## src/rtl/frame_pkg.sv

```systemverilog
// Shared frame-buffer geometry and drawing-state encoding.
// Used by the frame buffer, the rectangle writer and the VGA reader.
package frame_pkg;

  localparam int unsigned H_RES       = 640;
  localparam int unsigned V_RES       = 480;
  localparam int unsigned ADDR_W      = 19;
  localparam int unsigned FRAME_WORDS = H_RES * V_RES;

  typedef enum logic [1:0] {
    IDLE = 2'd0,
    DRAW = 2'd1,
    DONE = 2'd2
  } draw_state_t;

  // row * stride as a sum of shifted copies of row; stride is a constant,
  // so this folds into a few adders rather than a multiplier.
  function automatic logic [31:0] row_offset(input logic [8:0] row, input int unsigned stride);
    logic [31:0] acc;
    acc = '0;
    for (int i = 0; i < 12; i++) begin
      if (stride[i]) acc = acc + (32'(row) << i);
    end
    return acc;
  endfunction

endpackage

```

## src/rtl/rect_clip.sv

```systemverilog
// Combinational clip of a rectangle command against the visible frame.
// Produces half-open bounds [xs,xe) x [ys,ye) and an empty flag.
module rect_clip #(
  parameter int unsigned H_RES = frame_pkg::H_RES,
  parameter int unsigned V_RES = frame_pkg::V_RES
) (
  input  logic [9:0]  x0,
  input  logic [8:0]  y0,
  input  logic [9:0]  width,
  input  logic [8:0]  height,
  output logic [9:0]  xs,
  output logic [8:0]  ys,
  output logic [10:0] xe,
  output logic [9:0]  ye,
  output logic        empty
);

  logic [10:0] x_sum;
  logic [9:0]  y_sum;

  assign x_sum = {1'b0, x0} + {1'b0, width};
  assign y_sum = {1'b0, y0} + {1'b0, height};

  assign xs = x0;
  assign ys = y0;
  assign xe = (x_sum > 11'(H_RES)) ? 11'(H_RES) : x_sum;
  assign ye = (y_sum > 10'(V_RES)) ? 10'(V_RES) : y_sum;

  assign empty = ({1'b0, x0} >= 11'(H_RES)) || ({1'b0, y0} >= 10'(V_RES)) ||
                 (width == 10'd0) || (height == 9'd0);

endmodule

```

## src/rtl/rect_fill_writer.sv

```systemverilog
// Rectangle-fill drawing stage: clips one command and streams registered
// pixel writes, one per clock in row-major order, into the frame buffer.
module rect_fill_writer
  import frame_pkg::*;
#(
  parameter int unsigned H_RES  = frame_pkg::H_RES,
  parameter int unsigned V_RES  = frame_pkg::V_RES,
  parameter int unsigned ADDR_W = frame_pkg::ADDR_W
) (
  input  logic              Clk,
  input  logic              Reset_n,
  input  logic              start,
  input  logic [9:0]        x0,
  input  logic [8:0]        y0,
  input  logic [9:0]        width,
  input  logic [8:0]        height,
  input  logic              color,
  output logic [ADDR_W-1:0] write_address,
  output logic              data_In,
  output logic              we,
  output logic              busy,
  output logic              done
);

  localparam logic [1:0] S_IDLE = IDLE;
  localparam logic [1:0] S_DRAW = DRAW;
  localparam logic [1:0] S_DONE = DONE;

  logic [9:0]  clip_xs;
  logic [8:0]  clip_ys;
  logic [10:0] clip_xe;
  logic [9:0]  clip_ye;
  logic        clip_empty;

  rect_clip #(
    .H_RES(H_RES),
    .V_RES(V_RES)
  ) u_clip (
    .x0    (x0),
    .y0    (y0),
    .width (width),
    .height(height),
    .xs    (clip_xs),
    .ys    (clip_ys),
    .xe    (clip_xe),
    .ye    (clip_ye),
    .empty (clip_empty)
  );

  logic [1:0]        state_reg;
  logic [9:0]        xs_reg;
  logic [10:0]       xe_reg;
  logic [9:0]        ye_reg;
  logic [9:0]        x_reg;
  logic [8:0]        y_reg;
  logic [ADDR_W-1:0] row_base_reg;
  logic              color_reg;
  logic [ADDR_W-1:0] addr_reg;
  logic              data_reg;
  logic              we_reg;
  logic              busy_reg;
  logic              done_reg;
  logic              last_col;
  logic              last_row;

  assign last_col = ({1'b0, x_reg} == (xe_reg - 11'd1));
  assign last_row = ({1'b0, y_reg} == (ye_reg - 10'd1));

  always_ff @(posedge Clk) begin
    if (!Reset_n) begin
      state_reg <= S_IDLE;
      addr_reg  <= '0;
      data_reg  <= 1'b0;
      we_reg    <= 1'b0;
      busy_reg  <= 1'b0;
      done_reg  <= 1'b0;
    end else begin
      we_reg   <= 1'b0;
      done_reg <= 1'b0;
      case (state_reg)
        S_IDLE: begin
          if (start) begin
            busy_reg     <= 1'b1;
            color_reg    <= color;
            xs_reg       <= clip_xs;
            xe_reg       <= clip_xe;
            ye_reg       <= clip_ye;
            x_reg        <= clip_xs;
            y_reg        <= clip_ys;
            row_base_reg <= ADDR_W'(row_offset(clip_ys, H_RES));
            state_reg    <= clip_empty ? S_DONE : S_DRAW;
          end else begin
            busy_reg <= 1'b0;
          end
        end
        S_DRAW: begin
          we_reg   <= 1'b1;
          data_reg <= color_reg;
          addr_reg <= row_base_reg + ADDR_W'(x_reg);
          if (last_col) begin
            x_reg        <= xs_reg;
            y_reg        <= y_reg + 9'd1;
            row_base_reg <= row_base_reg + ADDR_W'(H_RES);
            if (last_row) state_reg <= S_DONE;
          end else begin
            x_reg <= x_reg + 10'd1;
          end
        end
        // done surfaces on the following cycle, with busy still high
        S_DONE: begin
          done_reg  <= 1'b1;
          state_reg <= S_IDLE;
        end
        default: state_reg <= S_IDLE;
      endcase
    end
  end

  assign write_address = addr_reg;
  assign data_In       = data_reg;
  assign we            = we_reg;
  assign busy          = busy_reg;
  assign done          = done_reg;

endmodule
```

## config.mk

```make
export PLATFORM = sky130hd
export DESIGN_NAME = rect_fill_writer
export DESIGN_NICKNAME = d
export VERILOG_FILES = /design/src/rtl/frame_pkg.sv /design/src/rtl/rect_clip.sv /design/src/rtl/rect_fill_writer.sv
export SDC_FILE = /design/constraint.sdc
export NUM_CORES = 1
export LEC_CHECK = 0
export BUFFER_PORTS_ARGS = -buffer_cell sky130_fd_sc_hd__buf_2
export CAP_MARGIN = 20
export CORE_UTILIZATION = 54
export CTS_CLUSTER_DIAMETER = 30
export CTS_CLUSTER_SIZE = 16
export DETAILED_ROUTE_END_ITERATION = 6
export PLACE_DENSITY = 0.74
export SLEW_MARGIN = 10
export SYNTH_ARGS = -nofsm -noshare
export SYNTH_HDL_FRONTEND = slang
export SYNTH_HIERARCHICAL = 1
export SYNTH_SLANG_ARGS = --single-unit
export TNS_END_PERCENT = 5
```

## constraint.sdc

```tcl
create_clock -name Clk -period 3.3 [get_ports Clk]
set_input_delay 0.825 -clock Clk [delete_from_list [all_inputs] [get_ports Clk]]
set_output_delay 0.825 -clock Clk [all_outputs]
set_load 0.01 [all_outputs]
```

==> results by group, run 1 <==
Run status
  • Outcome: finished clean

Worst setup path
  • Crit path DAT: 3210 ps
  • CP peak stage delay: 500 ps
  • CP Class: flop to flop
  • Data required time of the worst path: 3330 ps
  • Endpoint type of the worst setup path: flop
  • Cell Chain, Critical Path: inv_1 -> ha_1 -> or4b_4 -> or3_4 -> a2111oi_4 -> nand4_2 -> a2111oi_4 -> buf_4 -> buf_12 -> o21a_2
  • Most frequent cell on the critical path: a2111oi_4
  • Worst path slowest cell: or4b_4
  • CP Launch Type: flop
  • R2r setup slk: 110 ps
  • Worst-path fanout max: 10

Global route
  • Vias in the first global route: 5110
  • Largest net degree at the start of global routing: 44
  • Total GRT Usage: approximately 24%
  • First-pass GRT wire length: 24300 um
  • Initial antenna violation count: 0
  • Grt total ovfl: 0

Die
  • Die W: around 110 um
  • Die Y: 111 um
  • Core region area: 11500 um2
  • Die Area: 12200 um2
  • # IOs: 65
  • Initial Util: 55.6%
  • Number of core rows: 39

Detailed routing
  • Drt total wl: 14300 um
  • Via count: 5143
  • DR pass1 iterations: 5
  • Via density: 5.89
  • Per-cell routed wire length: 16.3 um
  • DRC: 0
  • Post-route ant nets: 0
  • Initial DRC count: roughly 450

Placement
  • Port buffer count: 64
  • Gpl congestion: about 0.88
  • Post-DP HPWL: 10800 um

CTS
  • Root Buffer: clkbuf_16
  • Clk_lat worst skew: 350 ps
  • CTS tree: done
  • CTS Sinks: between 80 and 90
  • CTS Buf Count: 9
  • Bufs on Longest Clock Path: 2
  • Worst-path clk slew: 60 ps
  • CTS resizes: 0
  • H-Tree Depth: 3

Timing
  • Max Clk Rate: 314 MHz
  • Layout Skew: 9.53 ps
  • Tcrit/Tclk final: 96.6%
  • Setup TNS: 0 ps
  • Final hold vios: 0
  • Unrepaired setup endpoints after global routing: false
  • Worst-margin pin slew: 827 ps
  • Tmin final: 3190 ps
  • Slew Limit Fails: 0
  • Setup Viol. Count Final: 0
  • Relative slew slack: 44.9%

Yosys
  • Sequential fraction of the synthesis area: a little under two fifths
  • Compound-gate portion of the synthesized area: 18.5%
  • Synth Area in Simple Gates: a little under 20%
  • Adder-Cell Fraction of Synth Area: under 10%
  • Gate Count Post-Synth: 673
  • Asr flop ratio synth: 0%
  • Yosys warns: 6
  • Number of synthesized register bits: 88
  • Largest family of logic cells by synthesized area: simple AND/OR/NAND/NOR gates
  • Synth Flop Type: edfxtp_1
  • Avg Inst Size Synth: about 9.5 um2
  • Netlist cell types: a little under 80
  • Mux contribution to synthesized area: 1.90%
  • Area of the mapped netlist: 6380 um2
  • Number of flops mapped to enable cells by yosys: 63
  • XOR/XNOR Fraction of Synth Area: about 9.2%

Power and ir drop
  • Switching share of power: ~30%
  • Seq pwr share: 44.1%
  • Net Switching: 0.979 mW
  • Comb pwr share: 26.3%
  • Int Power: 2.22 mW
  • Static leakage: about 2.8 nW
  • Clock Power Share: 29.5%
  • Pwr/cell area: 452 nW/um2
  • Peak supply drop: roughly 0.27 mV

Finish
  • Nets: 805
  • Fin util: 61.8%
  • Layout cell share with drive strength beyond 1: roughly 17%
  • Max FFs per register: 19
  • Fillers: ~950
  • Layout overhead on the synthesized area: 11.1%
  • # diodes: 0

Flow run
  • Max Cap Viol: 0

Hold path
  • Worst hold path class: flop to flop
metrics by stage:
step | power, mW | hold slack [ps] | instances | area [um2] | worst slack, ps
after CTS | 3.20 | 464 | 870 | 7050 | 20.0
final | 3.20 | 458 | 873 | 7090 | 113
after detailed placement | 2.26 | 457 | 853 | 6770 | -27.7
after floorplan | 2.04 | 465 | 674 | 6390 | 60.6
after global routing | 3.37 | 477 | 873 | 7090 | 28.7
after global placement | 2.23 | 449 | 853 | 6770 | 46.8
power groups by stage:
| stage | registers [mW] | clock network (mW) | logic [mW] |
|---|---|---|---|
| after global placement | 1.43 | 0 | 0.800 |
| after floorplan | 1.41 | 0 | 0.630 |
| after detailed placement | 1.43 | 0 | 0.827 |
| final | 1.41 | 0.945 | 0.843 |
| after global routing | 1.42 | 1.00 | 0.941 |
| after CTS | 1.41 | 0.953 | 0.836 |
placed cells by master, fill, tap and decap left out, drive strengths merged, types with 7 or more instances in the layout:
cell type and instances:
a21o 16, mux2i 11, nor4 9, clkbuf 16, buf 80, xnor2 42
edfxtp 63, a31oi 7, nor2 37, dfxtp 25, nand3 21, xor2 25
and3b 8, inv 22, nand2 88, o21ai 46, o211a 10, nor3 18
ha 34, nand4 10, or3 7, a21boi 13, a21oi 29, nand2b 9
synthesized netlist by cell type, types with 3 or more instances:
library cell   n  share of area [%]
a211oi_1       4               0.47
a21boi_0      12                1.4
a21o_1        15                1.8
a21oi_1       28                2.2
a31oi_1        7               0.69
and2_1         3               0.29
and3_1         5               0.49
and3b_1        7               0.96
buf_4         21                2.5
clkbuf_1      18                1.1
dfxtp_1       25                7.8
edfxtp_1      63                 30
fa_1           4                1.3
ha_1          34                6.7
inv_1         22                1.3
mux2i_1       11                1.7
nand2_1       88                5.2
nand2b_1       9               0.88
nand3_1       21                1.6
nand3b_1       4               0.47
nand4_1        9               0.88
nand4b_1       4               0.55
nor2_1        37                2.2
nor2b_1        5               0.49
nor3_1        17                1.3
nor3b_1        5               0.59
nor4_1         7               0.69
o211a_1        9                1.4
o211ai_1       5               0.59
o21a_1         4               0.47
o21ai_0       35                2.7
o21ai_1       11               0.86
o22ai_1        3               0.29
or3_1          5               0.49
xnor2_1       42                5.8
xor2_1        25                3.4
area by class of cell:
type	count	area (um2)	share of cell area [%]
clock buffer	15	268	3.78
clock inverter	1	5.00	0.0706
inverter	22	82.6	1.17
multi-input combinational	523	3680	52.0
sequential	88	2390	33.8
tap	143	179	2.52
timing repair buffer	81	478	6.74
critical path: cells and delay by family (launching register included):
family | cells | cell delay [ps]
simple gates | 3 | 1050
compound gates | 3 | 810
flops | 1 | 420
buf+inv | 3 | 400
fa+ha+maj | 1 | 180
routing by layer:
metal / track usage, % / vias to the layer above / part of all wire, %
li1: - / 2540 / -
met3: 4.87 / 21 / 5.2
met1: 33.2 / 2405 / 47
met2: 39.1 / 177 / 46
met5: 0 / - / 0
met4: 6.93 / 0 / 1.5
kinds of logic (layout without fill, tap and decap cells):
| kind of cell | Yosys count | in the layout |
|---|---|---|
| other cells | 1 | 2 |
| buf+inv | 64 | 119 |
| flops | 88 | 88 |
| fa+ha+maj | 38 | 38 |
| simple gates | 242 | 242 |
| mux | 12 | 12 |
| compound gates | 161 | 162 |
| xor+xnor | 67 | 67 |
worst paths after layout:
check / startpoint / end / cells past startpoint
hold reg to reg: write_address[0] / write_address[0] / 2
hold / removal: write_address[0] / write_address[0] / 2
setup / recovery: xe_reg[1] / row_base_reg[17] / 10
setup reg to reg: xe_reg[1] / row_base_reg[17] / 10
repair_timing:
item,CTS,global route
hold buffers,0,0
setup buffers,0,2
endpoints found under the setup margin,21,30
pin swaps,0,3
cloned,1,1
(Power assumes the default switching activity.)
==> inputs of run 2 (changes only) <==
- ABC_AREA: default -> 1
- CORE_UTILIZATION: 54 -> 55
- PLACE_DENSITY: 0.74 -> 0.75
- SLEW_MARGIN: 10 -> default
==> run 2 against run 1 <==
  * The run now ends with design-rule violations left
  * Die area is 1.2% higher
  * Via count rose by 11%
  * Hold slack worse by 1.7 ps
  * First-iteration DRC count fell by 18%
  * Combinational power rose by 26%
  * Area after synthesis grew 3.1%
==> results by group, run 2 <==
Run status
  • Outcome: finished with violations
  • Failing checks: design-rule violations

Finish
  • Footprint of the multi-input gates: 3530 um2 (-4.2%)
  • Layout overhead on the synthesized area: 9.59%
  • # diodes: 0 (unchanged)
  • Most frequent cells in the layout: 205 x nand2_1, 116 x inv_1, 112 x nor2_1, 88 x nand3_1, 64 x buf_2
  • Max FFs per register: 19 (unchanged)
  • Nets: 1015 (+26%)
  • Layout cell share with drive strength beyond 1: 13.3% (-3.7 points)
  • Register area: 2390 um2 (unchanged)
  • Most common library cell in the layout ignoring fill and taps: nand2_1
  • Fillers: 1096 (+16%)
  • Fin util: 62.6% (+0.76 points)

Detailed routing
  • Initial DRC count: 368 (-18%)
  • DR pass1 iterations: 7 (+2)
  • Per-cell routed wire length: 12.9 um (-21%)
  • Post-route ant nets: 0 (unchanged)
  • Via density: 5.27 (-11%)
  • DRC: 14 (+14)
  • Drt total wl: 14000 um (-1.8%)
  • Via count: 5710 (+11%)

Yosys
  • Top post-synthesis cells by count: 205 x nand2_1, 116 x inv_1, 113 x nor2_1, 88 x nand3_1, 63 x edfxtp_1
  • Asr flop ratio synth: 0% (unchanged)
  • Most frequent cell after synthesis: nand2_1
  • Top cells by area, synth: edfxtp_1 29%, nand2_1 12%, dfxtp_1 7.6%, nand3_1 6.7%, inv_1 6.6%
  • Synth area leader: edfxtp_1
  • Gate Count Post-Synth: 891 (+32%)
  • Number of flops mapped to enable cells by yosys: 63 (unchanged)
  • Sequential fraction of the synthesis area: 36.4% (-1.1 points)
  • Netlist cell types: 50 (-36%)
  • Area of the mapped netlist: 6570 um2 (+3.1%)
  • Avg Inst Size Synth: 7.38 um2 (-22%)
  • Yosys top cell area share: 28.8% (-0.89 points)
  • Number of synthesized register bits: 88 (unchanged)
  • Yosys warns: 6 (unchanged)
  • Synth Flop Type: edfxtp_1

CTS
  • Bufs on Longest Clock Path: 2 (unchanged)
  • H-Tree Depth: 3 (unchanged)
  • Post-CTS Setup Inserts: 0 (unchanged)
  • Root Buffer: clkbuf_16
  • CTS resizes: 0 (unchanged)
  • Hold buffers post-CTS: 0 (unchanged)
  • CTS Sinks: 88 (unchanged)
  • Worst-path clk slew: 60 ps (about the same)
  • Clk_lat worst skew: 340 ps (about the same)
  • CTS Buf Count: 9 (unchanged)
  • CTS tree: done

Worst setup path
  • Worst r2r path cells: 13 (+3)
  • RR Endpoint: row_base_reg[18]
  • Worst-path fanout max: 21 (+11)
  • Cell Chain, Critical Path: inv_1 -> ha_1 -> nand2_1 -> nand2_1 -> nand2_1 -> nand2_1 -> nand2_1 -> nor2_1 -> nand2_1 -> nor2_1 -> nand3_2 -> a21boi_2 -> buf_4
  • RR Startpoint: xe_reg[0]
  • R2r setup slk: 670 ps (+560 ps)
  • Crit path DAT: 2650 ps (-560 ps)
  • WP buf/inv: 2 (-1)
  • Data required time of the worst path: 3320 ps (about the same)
  • CP Launch Type: flop
  • Crit. Startpoint: xe_reg[0]
  • Most frequent cell on the critical path: nand2_1
  • CP Depth: 13 (+3)
  • CP Class: flop to flop
  • Endpoint type of the worst setup path: flop
  • Setup crit end: row_base_reg[18]
  • CP peak stage delay: 430 ps (-70 ps)
  • CP delay by family, top: simple AND/OR/NAND/NOR gates
  • Worst path slowest cell: edfxtp_1

Global route
  • First-pass GRT wire length: 24200 um (-0.23%)
  • Largest net degree at the start of global routing: 67 (+52%)
  • Total GRT Usage: 24.1% (-0.19 points)
  • Grt total ovfl: 0 (unchanged)
  • Initial antenna violation count: 0 (unchanged)
  • Vias in the first global route: 5287 (+3.5%)

Die
  • Die Area: 12400 um2 (+1.2%)
  • Core region area: 11500 um2 (+0.43%)
  • Initial Util: 57.1% (+1.5 points)
  • # IOs: 65 (unchanged)
  • Die Y: 111 um (+0.59%)
  • Die W: 111 um (+0.59%)
  • Number of core rows: 39 (unchanged)

Timing
  • Unrepaired setup endpoints after global routing: false
  • Worst-margin pin slew: 914 ps (+86.7 ps)
  • Layout Skew: 4.97 ps (-4.56 ps)
  • Slew Limit Fails: 0 (unchanged)
  • Final hold vios: 0 (unchanged)
  • Max Clk Rate: 381 MHz (+21%)
  • Tcrit/Tclk final: 79.6% (-17 points)
  • Setup Viol. Count Final: 0 (unchanged)
  • Relative slew slack: 39.0% (-5.9 points)
  • Hold Worst Slack: 456 ps (-1.69 ps)
  • Setup TNS: 0 ps (unchanged)
  • Tmin final: 2630 ps (-560 ps)

Power and ir drop
  • Static leakage: 3.50 nW (+24%)
  • Pwr/cell area: 497 nW/um2 (+10%)
  • Peak supply drop: 0.280 mV (+3.5%)

Placement
  • Post-DP HPWL: 10600 um (-1.4%)
  • Gpl congestion: 0.863 (-1.7%)
  • Port buffer count: 64 (unchanged)

Hold path
  • WHS Path Cells: 1 (-1)
  • Worst hold path class: flop to flop

Flow run
  • Max Cap Viol: 0 (unchanged)
-- run 2: per-stage QoR --
step | std cells | power, mW | setup WS, ps | instance area [um2]
after floorplan | 892 | 2.30 | 238 | 6580
after global placement | 1067 | 2.55 | 503 | 6910
after detailed placement | 1067 | 2.57 | 456 | 6910
after CTS | 1083 | 3.59 | 664 | 7200
after global routing | 1083 | 3.82 | 372 | 7200
final | 1083 | 3.58 | 672 | 7200
-- run 2: how the worst min path moves through the flow --
stage,end,slack [ps],startpoint
2_1_floorplan,done,420,state_reg[0]
3_5_place_dp,done,440,state_reg[0]
4_1_cts,done,460,state_reg[0]
3_3_place_gp,done,450,state_reg[0]
5_1_grt,done,480,state_reg[0]
6_report,done,460,state_reg[0]
-- run 2: report_power, final --
| part | switching [mW] | internal, mW |
|---|---|---|
| clock | 0.421 | 0.602 |
| combinational | 0.671 | 0.390 |
| sequential | 0.115 | 1.38 |
| total | 1.21 | 2.37 |
-- run 2: metal layers --
layer	vias to the layer above	global-route usage [%]	share of wire, %
li1	2989	-	-
met1	2560	33.9	50
met2	143	37.9	44
met3	18	4.10	5.2
met4	0	7.66	1.5
met5	-	0	0
-- run 2: final cells by class --
cell class,instances,area share (%)
multi-input cells,648,49.0
flip-flops and latches,88,33.2
clock buffers,14,3.98
well taps,143,2.48
clock inverters,2,0.139
inverters,118,6.15
repair buffers,70,5.07
-- run 2: worst reg2reg max path, delay by kind of cell (launching register included) --
kind                       cells  cell delay, ps
adders and majority gates      1             280
DFF                            1             430
AOI/OAI and AO/OA              1             190
buffers and inverters          2             450
and+or+nand+nor                9             960
-- run 2: kinds of logic (layout without fill, tap and decap cells) --
kind of cell	Yosys count	in the layout	synth area share, %
and+or+nand+nor	486	486	33.5
buffers and inverters	156	204	10.3
AOI/OAI and AO/OA	91	91	7.86
DFF	88	88	36.4
adders and majority gates	38	38	7.69
xor gates and xnor gates	31	31	4.13
other	1	2	0.0570
==> inputs of run 3 (changes only) <==
- CORE_UTILIZATION: 55 -> 61
- PLACE_DENSITY: 0.75 -> 0.79
- clock period: 3.3 -> 2.65 ns (I/O delays scaled with it)
==> run 3 against run 2 <==
  * The flow now finishes without violations
  * Cell area down 1.1%
  * Clock skew up 8.5 ps
  * Maximum frequency increased by 12%
  * Critical path depth did not move
  * Total power grew 14%
  * Non-clock buffer count increased by 2
  * Largest cell class unchanged
  * Highest routed layer unchanged
==> results by group, run 3 (synthesized netlist as in run 2, its figures left out) <==
Run status
  • Outcome: finished clean

Power and ir drop
  • Static leakage: 3.46 nW (-1.1%)
  • Peak supply drop: 0.316 mV (+13%)
  • Total power: 4.07 mW (+14%)
  • Pwr/cell area: 572 nW/um2 (+15%)

Worst setup path
  • Crit path DAT: 2430 ps (-220 ps)
  • Worst-path fanout max: 21 (unchanged)
  • CP Class: flop to flop
  • Cell Chain, Critical Path: inv_1 -> ha_1 -> nand2_1 -> nand2_1 -> nand2_1 -> nand2_1 -> nand2_1 -> nor2_1 -> nand2_1 -> nor2_1 -> nand3_2 -> a21boi_2 -> buf_12
  • Worst path slowest cell: edfxtp_1
  • CP Launch Type: flop
  • CP peak stage delay: 440 ps (about the same)
  • Data required time of the worst path: 2730 ps (-590 ps)
  • Most frequent cell on the critical path: nand2_1
  • R2r setup slk: 300 ps (-380 ps)
  • Endpoint type of the worst setup path: flop

Global route
  • First-pass GRT wire length: 24700 um (+2.2%)
  • Initial antenna violation count: 0 (unchanged)
  • Grt total ovfl: 0 (unchanged)
  • Largest net degree at the start of global routing: 67 (unchanged)
  • Total GRT Usage: 27.7% (+3.6 points)
  • Vias in the first global route: 5508 (+4.2%)

Finish
  • Max FFs per register: 19 (unchanged)
  • # diodes: 0 (unchanged)
  • Fillers: 909 (-17%)
  • Fin util: 68.7% (+6.1 points)
  • Finished Layout Cells: 1078 (-0.46%)
  • Most common library cell in the layout ignoring fill and taps: nand2_1
  • Layout overhead on the synthesized area: 8.34%
  • Nets: 1017 (+0.20%)
  • Layout cell share with drive strength beyond 1: 13.7% (+0.40 points)
  • Most frequent cells in the layout: 205 x nand2_1, 116 x inv_1, 112 x nor2_1, 88 x nand3_1, 64 x buf_2

Timing
  • Setup TNS: 0 ps (unchanged)
  • Final hold vios: 0 (unchanged)
  • Layout Skew: 13.5 ps (+8.54 ps)
  • Relative slew slack: 56.3% (+17 points)
  • Tmin final: 2350 ps (-274 ps)
  • Tcrit/Tclk final: 88.8% (+9.2 points)
  • Slew Limit Fails: 0 (unchanged)
  • Max Clk Rate: 425 MHz (+12%)
  • Setup Viol. Count Final: 0 (unchanged)
  • Unrepaired setup endpoints after global routing: false
  • Hold Worst Slack: 457 ps (+0.303 ps)
  • Worst-margin pin slew: 656 ps (-258 ps)

CTS
  • CTS tree: done
  • Root Buffer: clkbuf_8
  • Post-CTS Setup Inserts: 0 (unchanged)
  • Bufs on Longest Clock Path: 2 (unchanged)
  • CTS resizes: 0 (unchanged)
  • CTS Sinks: 88 (unchanged)
  • Worst-path clk slew: 90 ps (+30 ps)
  • CTS Buf Count: 9 (unchanged)
  • Clk_lat worst skew: 370 ps (+30 ps)
  • H-Tree Depth: 3 (unchanged)
  • Hold buffers post-CTS: 0 (unchanged)

Placement
  • Port buffer count: 64 (unchanged)
  • Gpl congestion: 0.860 (-0.28%)
  • Post-DP HPWL: 11400 um (+7.1%)
  • Placed Cells: 1062 (-0.47%)

Die
  • Die Y: 106 um (-5.0%)
  • Initial Util: 63.4% (+6.3 points)
  • Core region area: 10400 um2 (-10%)
  • Number of core rows: 37 (-5.1%)
  • Die W: 106 um (-5.0%)
  • # IOs: 65 (unchanged)
  • Die Area: 11200 um2 (-9.7%)

Detailed routing
  • Initial DRC count: 414 (+13%)
  • Post-route ant nets: 0 (unchanged)
  • DR pass1 iterations: 5 (-2)
  • Drt total wl: 14700 um (+4.9%)
  • Per-cell routed wire length: 13.6 um (+5.4%)
  • DRC: 0 (-14)
  • Via density: 5.45 (+3.3%)
  • Via count: 5874 (+2.9%)

Hold path
  • Worst hold path class: flop to flop

Flow run
  • Max Cap Viol: 0 (unchanged)
-- run 3: cell count changes in the layout (fill, tap and decap cells not counted) --
cell / change
clkinv_1: +1
clkinvlp_4: +1
buf_4: -1
buf_12: +3
inv_6: +2
clkinv_4: +1
inv_4: -1
clkinv_2: +1
clkbuf_1: -3
clkbuf_16: -11
clkbuf_8: +9
-- run 3: final cells by class --
class / count / area (um2) / area share [%]
multi-input cells: 648 / 3530 / 49.5
flip-flops and latches: 88 / 2390 / 33.6
inverters: 118 / 443 / 6.22
repair buffers: 72 / 418 / 5.87
well taps: 136 / 170 / 2.39
clock buffers: 9 / 124 / 1.74
clock inverters: 7 / 46.3 / 0.650
-- run 3: worst max-delay path: cells and delay by family (launching register included) --
kind	cells	cell delay (ps)
and+or+nand+nor	9	780
DFF	1	440
AOI/OAI and AO/OA	1	180
buffers and inverters	2	360
adders and majority gates	1	290
-- run 3: through the flow --
stage          setup WS (ps)  area [um2]
2_1_floorplan           -341        6580
3_3_place_gp            93.6        6950
3_5_place_dp           -60.3        6950
4_1_cts                  293        7120
5_1_grt                  112        7120
6_report                 296        7120
-- run 3: routing by layer --
layer,routed length (um),vias to the layer above,global-route usage [%]
li1,-,2991,-
met1,6950,2711,37.4
met2,6840,150,45.8
met3,623,22,3.15
met4,289,0,10.3
met5,0,-,0
-- run 3: final timing paths --
check                    start       end  cells past startpoint
setup / recovery     xe_reg[0]  y_reg[5]                     13
hold / removal    state_reg[0]      done                      1
hold reg to reg   state_reg[0]      done                      1
setup reg to reg     xe_reg[0]  y_reg[5]                     13
-- run 3: power breakdown --
| part | internal (mW) | switching (mW) |
|---|---|---|
| Clock | 0.341 | 0.496 |
| Sequential | 1.72 | 0.143 |
| Combinational | 0.505 | 0.871 |
